--- src/rtl/fa32_accumulator.sv ---
// Multi-operand accumulator: sums a valid/ready burst of 32-bit operands through one
// ripple full_adder_32bit and reports the sum plus a saturating count of carry-outs.
module fa_cell (
  input  logic a,
  input  logic b,
  input  logic ci,
  output logic s,
  output logic co
);
  assign s  = a ^ b ^ ci;
  assign co = (a & b) | (ci & (a ^ b));
endmodule

module full_adder_32bit (
  input  logic [31:0] a,
  input  logic [31:0] b,
  input  logic        cin,
  output logic [31:0] sum,
  output logic        cout
);
  logic [32:0] c;

  assign c[0] = cin;
  assign cout = c[32];

  for (genvar i = 0; i < 32; i++) begin : g_bit
    fa_cell u_cell (.a(a[i]), .b(b[i]), .ci(c[i]), .s(sum[i]), .co(c[i+1]));
  end
endmodule

module fa32_accumulator #(
  parameter int CNT_W   = 8,
  parameter int CARRY_W = 8
) (
  input  logic               clk,
  input  logic               rst_n,
  input  logic               start,
  input  logic [CNT_W-1:0]   op_count,
  input  logic               in_valid,
  output logic               in_ready,
  input  logic [31:0]        in_data,
  output logic               out_valid,
  input  logic               out_ready,
  output logic [31:0]        out_sum,
  output logic [CARRY_W-1:0] out_carry_cnt,
  output logic               busy
);
  typedef enum logic [1:0] {IDLE, ACCUM, DONE} state_t;

  state_t             state_q, state_d;
  logic [31:0]        acc_q;
  logic [CNT_W-1:0]   rem_q;
  logic [CARRY_W-1:0] carry_q;
  logic [31:0]        fa_sum;
  logic               fa_cout;
  logic               xfer;

  full_adder_32bit u_fa (.a(acc_q), .b(in_data), .cin(1'b0), .sum(fa_sum), .cout(fa_cout));

  assign xfer = in_valid && (state_q == ACCUM);

  always_comb begin
    state_d = state_q;
    case (state_q)
      IDLE:    if (start) state_d = (op_count == '0) ? DONE : ACCUM;
      ACCUM:   if (xfer && rem_q == CNT_W'(1)) state_d = DONE;
      DONE:    if (out_ready) state_d = IDLE;
      default: state_d = IDLE;
    endcase
  end

  always_ff @(posedge clk or negedge rst_n) begin
    if (!rst_n) begin
      state_q <= IDLE;
      acc_q   <= '0;
      rem_q   <= '0;
      carry_q <= '0;
    end else begin
      state_q <= state_d;
      if (state_q == IDLE && start) begin
        acc_q   <= '0;
        carry_q <= '0;
        rem_q   <= op_count;
      end else if (xfer) begin
        acc_q <= fa_sum;
        rem_q <= rem_q - CNT_W'(1);
        // counter sticks at all-ones once saturated
        if (fa_cout && carry_q != '1) carry_q <= carry_q + CARRY_W'(1);
      end
    end
  end

  assign in_ready      = (state_q == ACCUM);
  assign out_valid     = (state_q == DONE);
  assign busy          = (state_q != IDLE);
  assign out_sum       = acc_q;
  assign out_carry_cnt = carry_q;
endmodule

--- config.mk ---
export PLATFORM = sky130hd
export DESIGN_NAME = fa32_accumulator
export DESIGN_NICKNAME = d
export VERILOG_FILES = /design/src/rtl/fa32_accumulator.sv
export SDC_FILE = /design/constraint.sdc
export NUM_CORES = 1
export LEC_CHECK = 0
export ABC_AREA = 1
export BUFFER_PORTS_ARGS = -buffer_cell sky130_fd_sc_hd__buf_2
export CORE_AREA = 2 2 87 89
export DETAILED_ROUTE_END_ITERATION = 7
export DIE_AREA = 0 0 89 91
export GPL_ROUTABILITY_DRIVEN = 0
export PLACE_DENSITY = 0.86
export SLEW_MARGIN = 0
export SYNTH_ARGS = -nofsm -noshare
export SYNTH_HDL_FRONTEND = slang
export SYNTH_SLANG_ARGS = --single-unit
--- constraint.sdc ---
create_clock -name clk -period 13.4 [get_ports clk]
set_input_delay 1.34 -clock clk [delete_from_list [all_inputs] [get_ports clk]]
set_output_delay 1.34 -clock clk [all_outputs]
set_load 0.03 [all_outputs]
==> impl_metrics.toml, run 1 <==
[synth]
ys_warn_count = 0
synthCells = 371
ys_seq_area_share_pct = 37.7
synth.cell_area_sq_um = 3320
synth_commonest_cells = "83 x inv_1, 62 x nand2_1, 50 x dfrtp_1, 32 x buf_4, 31 x fa_1"
ys_types = 28
synth_seq_cells = 50
async_flop_share_pct = 100
ys.flop_type = "dfrtp_1"
syn_nets = 451
synth_edf_count = 0
synth_area_per_cell_sq_um = 8.95
yosys.cell_count.top_type = "inv_1"
yosys-top-cells-area = "dfrtp_1 38%, fa_1 19%, inv_1 9.4%"
yosys.area.top_type = "dfrtp_1"
synth_top_area_share_pct = 37.7

[sta]
finClkSkew_ns = 0.00671
setup_ws_ns = 0.373
rsz0062_at_grt = "no"
hold_violations = 0
slew_violations = 0
min_period_ns = 13.03
post-route-period-util_pct = 97.2
setup_tns_ns = 0
slew_headroom_pct = 48.8
holdWs_ns = 0.538
finalSetupViolCount = 0
tightestPinTransition_ns = 0.767
fmax_mhz = 76.8

[route]
drc = 0
drtAntennaViolNets = 0
num_vias = 2519
drt_pre_antenna_iters = 4
via_per_inst = 4.77
drt-wirelength-per-cell_um = 12.9
drt-total-wl_mm = 6.79
first_iter_violations = 92

[power]
ir_drop_mv = 0.0816
powerDensity_nw_per_um2 = 203
p_leak_nw = 1.97

[die]
start_util_pct = 46.5
fp-row-count = 31
io-pin-count = 88
die_h_um = 91
die_w_um = 89
core_sq_um = 7140
design.die.area_sq_um = 8100

[hold_path]
hold_path_depth = 1
holdPathEnd = "out_sum[0]"
hold_path_startpoint = "out_sum[0]"
hold_path_class = "reg -> reg"

[finish]
multi_input_area_sq_um = 1550
final_util_pct = 53.3
num_antenna_cells = 0
area_growth_pct = 14.6
layout-drive-gt1-share_pct = 32.4
seq_area_sq_um = 1250
fillers = 698
nNetsFinal = 508

[cts]
cts_buffer_depth = 2
cts_buffers = 5
h-tree-depth = 2
tritoncts = "done"
cts_sinks = 50
clk_pin_slew_ns = 0.09
root_buffer = "clkbuf_8"
post-cts-setup-buffers = 0
postCtsHoldBufs = 0
worstSkewPairLatency_ns = 0.30

[critical_path]
r2r_start = "out_sum[0]"
worstSetupStartpointType = "primary input"
reg2reg_slack_ns = 1.10
worstPathArrival_ns = 13.21
endpoint_kind = "flip-flop"
cp_data_required_time_ns = 13.59
max_stage_delay_ns = 0.43
crit_family = "adder cells"
crit_path_top_delay_cell = "fa_2"
critical_path.max_fanout = 8
critPathKind = "in -> reg"
r2r-end = "out_carry_cnt[3]"
ff2ff_path_depth = 41
timing.critical_path.buf_inv = 5
crit_top_cell = "fa_2"

[global_routing]
grt_pass1_vias = 2743
grt_pass1_wl_mm = 11.5
antenna_found_initial = 0
overflow = 0
grtUsageTotal_pct = 18.0
grt_max_degree = 51

[placement]
post-dp-hpwl_mm = 5.25
place_ws_ns = -0.595
port_buffers = 87

[run_status]
status = "finished clean"

[flow_run]
drv_cap = 0
## final cells by class
cell class	count	share of cell area [%]
clock inverters	1	0.132
clock buffers	7	2.27
repair buffers	89	11.8
well taps	99	3.26
inverters	88	8.88
flip-flops and latches	50	32.9
multi-input cells	194	40.7
## cell usage in the layout (no fill, tap or decap), types with 2 or more instances in the layout
cell | synthesis | routed
buf_2 | 4 | 87
inv_1 | 83 | 83
nand2_1 | 62 | 62
dfrtp_1 | 50 | 50
o22ai_1 | 30 | 30
fa_2 | 0 | 29
nor2_1 | 26 | 26
nand3_1 | 10 | 10
nand4_1 | 6 | 6
clkbuf_8 | 0 | 6
inv_2 | 4 | 4
o21ai_0 | 3 | 3
a22o_1 | 3 | 3
ha_1 | 4 | 3
nor2_2 | 3 | 2
a21oi_1 | 2 | 2
xor2_1 | 2 | 2
o21ai_1 | 2 | 2
xnor2_1 | 2 | 2
o211ai_1 | 2 | 2
or2_2 | 2 | 2
fa_1 | 31 | 2
buf_4 | 32 | 2
## stage by stage
stage,total power [mW],cells,instance area [sq um]
floorplan,0.616,371,3380
global placement,0.660,520,3680
detailed placement,0.687,520,3680
CTS,0.783,528,3790
global route,0.848,528,3800
finish,0.772,528,3800
## per-layer routing
| layer | share of wire [%] | vias up | routed length, um | global-route usage [%] |
|---|---|---|---|---|
| met1 | 42 | 1214 | 2830 | 21.2 |
| met2 | 51 | 77 | 3470 | 32.7 |
| met5 | 0 | - | 0 | 0 |
| met3 | 6.2 | 8 | 422 | 4.09 |
| li1 | - | 1220 | - | - |
| met4 | 1.0 | 0 | 69 | 3.98 |
## state kept, by name, indices dropped and copies added (netlist names)
register       count
state_q            2
rem_q              8
out_carry_cnt      8
out_sum           32
## power breakdown
part / leakage [nW] / switching [mW] / internal (mW)
clock: 0.0482 / 0.0496 / 0.0418
combinational: 1.28 / 0.283 / 0.157
sequential: 0.651 / 0.0364 / 0.205
total: 1.97 / 0.369 / 0.404
## what timing repair did
item                                    CTS  global route
gates resized for setup                   3             6
pin swaps                                 6            24
endpoints found under the hold margin     0             0
endpoints found under the setup margin    8             9
## how the worst max path moves through the flow
stage,start,endpoint,slack (ns),cells past startpoint
after detailed placement,in_data[0],out_carry_cnt[3],-0.60,42
after CTS,in_data[0],out_carry_cnt[3],0.001,42
after global placement,in_data[0],out_carry_cnt[6],-0.32,42
final,in_data[0],out_carry_cnt[3],0.37,42
after floorplan,in_data[0],out_carry_cnt[4],0.008,41
after global routing,in_data[0],out_carry_cnt[3],0.03,42
## logic make-up (layout without fill, tap and decap cells)
kind of cell	Yosys count	after routing	share of synthesized area, %
buffers and inverters	127	185	18.2
AND/OR/NAND/NOR	112	112	14.6
flip-flops	50	50	37.7
AO/OA/AOI/OAI	43	43	8.22
adder cells (fa/ha/maj)	35	35	20.2
XOR/XNOR	4	4	1.06
(Power assumes the default switching activity.)
==> run 2, diff against run 1 <==
ABC_AREA = default   (was 1)
CORE_AREA = 2 2 86 88   (was 2 2 87 89)
DIE_AREA = 0 0 88 90   (was 0 0 89 91)
PLACE_DENSITY = 0.87   (was 0.86)
==> run 2 against run 1 <==
Effect of this change: non-clock buffer count is 1 higher; cell area is 0.49% lower; utilization is 0.62 points higher; global-route usage is 0.26 points higher; critical endpoint is now out_carry_cnt[7]; area after synthesis is 0.98% lower; critical path depth is 2 lower; worst setup slack better by 0.013 ns; synthesized cell count is 8.9% lower; flip-flop and latch count stayed put; register-to-register slack worse by 0.02 ns; die area is 2.2% lower; maximum frequency is 0.10% higher.
==> impl_metrics.toml, run 2 <==
[run_status]
status = "finished clean"

[cts]
tritoncts = "done"
cts_buffers = 5
cts_buffer_depth = 2
worstSkewPairLatency_ns = 0.31
cts_sinks = 50
root_buffer = "clkbuf_8"
h-tree-depth = 2
clk_pin_slew_ns = 0.10

[sta]
finalSetupViolCount = 0
fmax_mhz = 76.8
hold_violations = 0
tightestPinTransition_ns = 1.15
post-route-period-util_pct = 97.1
min_period_ns = 13.01
slew_headroom_pct = 23.5
finClkSkew_ns = 0.0152
slew_violations = 0

[critical_path]
timing.critical_path.buf_inv = 4
r2r_start = "out_sum[0]"
reg2reg_slack_ns = 1.08
crit_top_cell = "fa_2"
worstPathArrival_ns = 13.22
max_stage_delay_ns = 0.40
worstSetupStartpointType = "primary input"
r2r-end = "out_carry_cnt[7]"
ff2ff_path_depth = 39
crit_family = "adder cells"
startpoint = "in_data[0]"
cp_data_required_time_ns = 13.61
critical_path_depth = 40
critPathKind = "in -> reg"
endpoint_kind = "flip-flop"
crit_path_top_delay_cell = "fa_2"
critical_path.max_fanout = 4

[synth]
syn_nets = 418
synthCells = 338
ys_warn_count = 0
synth.cell_area_sq_um = 3290
yosys.area.top_type = "dfrtp_1"
muxShareOfSynthArea_pct = 0.609
synth_simple_gate_area_share_pct = 12.6
ys_types = 45
ys_seq_area_share_pct = 38.1
yosys.cell_count.top_type = "inv_1"
synth_seq_cells = 50
synth_top_family_by_area = "adder cells"
synth-compound-area-share_pct = 11.3
synth_top_area_share_pct = 38.1
synth_edf_count = 0
async_flop_share_pct = 100
synth_adder_area_share_pct = 20.4
ys.flop_type = "dfrtp_1"
yosys-top-cells-area = "dfrtp_1 38%, fa_1 19%, buf_4 7.5%"
synth_area_per_cell_sq_um = 9.72
synth_commonest_cells = "66 x inv_1, 50 x dfrtp_1, 43 x nand2_1, 33 x buf_4, 32 x o21ai_0"
yosys.area_share.xor_xnor_pct = 0.266

[global_routing]
overflow = 0
grt.met3_usage_pct = 4.32
grt.busiest_layer = "met2"
grtUsageTotal_pct = 18.2
antenna_found_initial = 0
grt_max_degree = 51
grt_pass1_vias = 2497
use_met1_pct = 22.6
grtUsageMet2_pct = 30.7
grt_pass1_wl_mm = 11.4

[power]
ir_drop_mv = 0.0941
combPwrFrac_pct = 51.2
p_leak_nw = 1.88
swShare_pct = 46.1
clkPwrFrac_pct = 16.2
pwr-share-seq_pct = 32.6
powerDensity_nw_per_um2 = 207
cellInternalPower_mw = 0.421
switchingPower_mw = 0.361

[hold_path]
holdPathEnd = "out_sum[15]"
hold_path_depth = 2
hold_path_class = "reg -> reg"
hold_path_startpoint = "out_sum[15]"

[finish]
final_cells = 492
area_growth_pct = 15.2
final_util_pct = 53.9
seq_area_sq_um = 1250
largest_reg_flops = 32
num_antenna_cells = 0
layout-drive-gt1-share_pct = 34.6
fin_area_sq_um = 3780
fillers = 641
multi_input_area_sq_um = 1570
final_cell_mix = "87 x buf_2, 66 x inv_1, 50 x dfrtp_1, 43 x nand2_1, 32 x o21ai_0"
nNetsFinal = 472
mostFrequentLayoutCell = "buf_2"

[die]
core_sq_um = 7020
fp-row-count = 31
start_util_pct = 46.8
die_h_um = 90
design.die.area_sq_um = 7920
io-pin-count = 88
die_w_um = 88

[placement]
placed_area_sq_um = 3630
port_buffers = 87
post-dp-hpwl_mm = 4.99
place_inst = 483

[route]
drc = 0
first_iter_violations = 64
num_vias = 2397
drt-total-wl_mm = 6.66
drtAntennaViolNets = 0
drt_pre_antenna_iters = 4
drt-wirelength-per-cell_um = 13.5
via_per_inst = 4.87

[flow_run]
drv_cap = 0
## run 2: worst min-delay path, cell delays in order, from the launching register on
cell,delay [ns]
dfrtp_1,0.36
nand2_1,0.05
o21ai_0,0.06
## run 2: timing repair
item / in CTS / in global routing
resized for setup: 0 / 2
pin swaps: 8 / 25
setup endpoints to repair: 8 / 8
gates cloned: 0 / 0
buffers inserted: 1 / 0
hold buffers: 0 / 0
## run 2: metrics by stage
step | hold slack (ns) | TNS, ns | total power, mW | setup slack (ns)
5_1_grt | 0.552 | -0.00130 | 0.854 | -0.00130
4_1_cts | 0.518 | 0 | 0.793 | 0.0102
3_3_place_gp | 0.486 | -1.67 | 0.637 | -0.246
6_report | 0.510 | 0 | 0.782 | 0.386
3_5_place_dp | 0.498 | -3.84 | 0.666 | -0.521
2_1_floorplan | 0.473 | 0 | 0.601 | 0.0271
## run 2: kinds of logic after synthesis
family,count (synthesis)
muxes,2
DFF,50
xor gates and xnor gates,1
and+or+nand+nor,79
AOI/OAI and AO/OA,62
adders and majority gates,35
buffers and inverters,109
## run 2: per-layer routing
metal | routed length (um) | part of all wire (%) | vias to the layer above
li1 | - | - | 1139
met4 | 149 | 2.2 | 0
met1 | 2780 | 42 | 1163
met2 | 3330 | 50 | 83
met3 | 404 | 6.1 | 12
met5 | 0 | 0 | -
## run 2: power groups by stage
| stage | registers, mW | clock network, mW | logic, mW |
|---|---|---|---|
| 4_1_cts | 0.256 | 0.129 | 0.408 |
| 5_1_grt | 0.266 | 0.134 | 0.454 |
| 2_1_floorplan | 0.246 | 0 | 0.355 |
| 3_3_place_gp | 0.254 | 0 | 0.383 |
| 6_report | 0.255 | 0.127 | 0.400 |
| 3_5_place_dp | 0.257 | 0 | 0.409 |
## run 2: area by class of cell
class | count | share of cell area (%)
Clock inverter | 3 | 1.82
Clock buffer | 5 | 1.82
Inverter | 66 | 6.55
Tap cell | 99 | 3.27
Timing Repair Buffer | 90 | 12.1
Sequential cell | 50 | 33.1
Multi-Input combinational cell | 179 | 41.4
## run 2: worst max path at each step
stage,endpoint
after floorplan,out_carry_cnt[5]
after global placement,out_carry_cnt[5]
after detailed placement,out_carry_cnt[7]
after CTS,out_carry_cnt[7]
after global routing,out_carry_cnt[5]
final,out_carry_cnt[7]
==> run 3, diff against run 2 <==
MAX_ROUTING_LAYER = met4   (was default)
==> run 3 against run 2 <==
Effect of this change: first-iteration DRC count is 7.8% higher; combinational power hardly changed; sequential share of layout area stayed put; via count is 0.71% higher; die area stayed put; worst setup slack hardly changed; routed wire length is 0.29% lower; clock power hardly changed; hold slack hardly changed; final cell count stayed put; utilization stayed put; largest cell class unchanged; largest power group unchanged.
==> impl_metrics.toml, run 3 (synthesis results as in run 2) <==
[route]
drtAntennaViolNets = 0
via_per_inst = 4.91
first_iter_violations = 69
num_vias = 2414
drt-wirelength-per-cell_um = 13.5
drt_pre_antenna_iters = 5
drc = 0
drt-total-wl_mm = 6.64

[critical_path]
ff2ff_path_depth = 39
critical_path.max_fanout = 4
crit_path_top_delay_cell = "fa_2"
r2r_start = "out_sum[0]"
critPathKind = "in -> reg"
critical_path_depth = 40
crit_family = "adder cells"
r2r-end = "out_carry_cnt[7]"
crit_top_cell = "fa_2"
crit_end = "out_carry_cnt[7]"
worstPathArrival_ns = 13.22
timing.critical_path.buf_inv = 4
reg2reg_slack_ns = 1.08
endpoint_kind = "flip-flop"
max_stage_delay_ns = 0.40
startpoint = "in_data[0]"
worstSetupStartpointType = "primary input"
cp_data_required_time_ns = 13.61

[cts]
tritoncts = "done"
clk_pin_slew_ns = 0.11
root_buffer = "clkbuf_8"
cts_buffer_depth = 2
worstSkewPairLatency_ns = 0.31
cts_sinks = 50
cts_buffers = 5
postCtsHoldBufs = 0
h-tree-depth = 2

[global_routing]
grt_pass1_vias = 2498
grt_max_degree = 51
antenna_found_initial = 0
grtUsageTotal_pct = 18.8
grt_pass1_wl_mm = 11.4
overflow = 0

[power]
power.total_mw = 0.781
powerDensity_nw_per_um2 = 206
swShare_pct = 46.1
cellInternalPower_mw = 0.421
combPwrFrac_pct = 51.1
ir_drop_mv = 0.0941
clkPwrFrac_pct = 16.2
p_leak_nw = 1.88
switchingPower_mw = 0.360
pwr-share-seq_pct = 32.7

[placement]
post-dp-hpwl_mm = 4.99
place_ws_ns = -0.521
placed_area_sq_um = 3630
port_buffers = 87

[die]
io-pin-count = 88
die_w_um = 88
start_util_pct = 46.8
design.die.area_sq_um = 7920
die_h_um = 90
fp-row-count = 31
core_sq_um = 7020

[finish]
fin_area_sq_um = 3780
area_growth_pct = 15.2
final_cell_mix = "87 x buf_2, 66 x inv_1, 50 x dfrtp_1, 43 x nand2_1, 32 x o21ai_0"
layout-drive-gt1-share_pct = 34.6
mostFrequentLayoutCell = "buf_2"
num_antenna_cells = 0
largest_reg_flops = 32
nNetsFinal = 472
final_util_pct = 53.9

[sta]
min_period_ns = 13.01
slew_violations = 0
finClkSkew_ns = 0.0161
post-route-period-util_pct = 97.1
tightestPinTransition_ns = 1.14
hold_violations = 0
finalSetupViolCount = 0
setup_ws_ns = 0.387
fmax_mhz = 76.8
slew_headroom_pct = 24.0
setup_tns_ns = 0

[flow_run]
drv_cap = 0

[run_status]
status = "finished clean"

[hold_path]
hold_path_class = "reg -> reg"
run 3: cell counts in the layout (fill, tap and decap cells not counted):
Identical to the previous run, type by type.
run 3: metrics by stage:
step                      instances  hold slack, ns
after floorplan                 338           0.473
after global placement          483           0.486
after detailed placement        483           0.498
after CTS                       492           0.518
after global routing            492           0.552
final                           492           0.511
run 3: power groups by stage:
stage,Clock (mW),Combinational [mW],Sequential (mW)
5_1_grt,0.134,0.455,0.266
3_3_place_gp,0,0.383,0.254
2_1_floorplan,0,0.355,0.246
4_1_cts,0.129,0.408,0.256
3_5_place_dp,0,0.409,0.257
6_report,0.127,0.399,0.255
run 3: repair_timing:
action | in CTS | in global routing
pin swaps | 8 | 25
resized for setup | 0 | 2
endpoints found under the setup margin | 8 | 8
hold endpoints to repair | 0 | 0
buffers inserted | 1 | 0
run 3: final cells by class:
type	count	area, sq um
clock buffer	5	68.8
clock inverter	3	68.8
tap	99	124
inverter	66	248
timing repair buffer	90	458
multi-input combinational	179	1570
fill	641	3240
sequential	50	1250
run 3: routing by layer:
metal | vias to the layer above | part of all wire (%) | global-route usage (%)
met5 | - | 0 | -
met4 | 0 | 2.3 | 6.28
met3 | 12 | 6.1 | 4.32
li1 | 1140 | - | -
met1 | 1170 | 42 | 22.7
met2 | 92 | 49 | 30.7
run 3: tightest hold or removal path: cells and delay by family, from the launching register on:
family | cells | cell delay, ns
AOI/OAI and AO/OA | 1 | 0.06
and+or+nand+nor | 1 | 0.05
DFF | 1 | 0.37
run 3: how the worst min path moves through the flow:
stage | start | end | slack [ns] | cells past startpoint
after floorplan | out_sum[10] | out_sum[10] | 0.47 | 2
after global placement | out_sum[2] | out_sum[2] | 0.49 | 2
after detailed placement | out_sum[15] | out_sum[15] | 0.50 | 2
after CTS | out_sum[15] | out_sum[15] | 0.52 | 2
after global routing | out_sum[10] | out_sum[10] | 0.55 | 2
final | out_sum[15] | out_sum[15] | 0.51 | 2
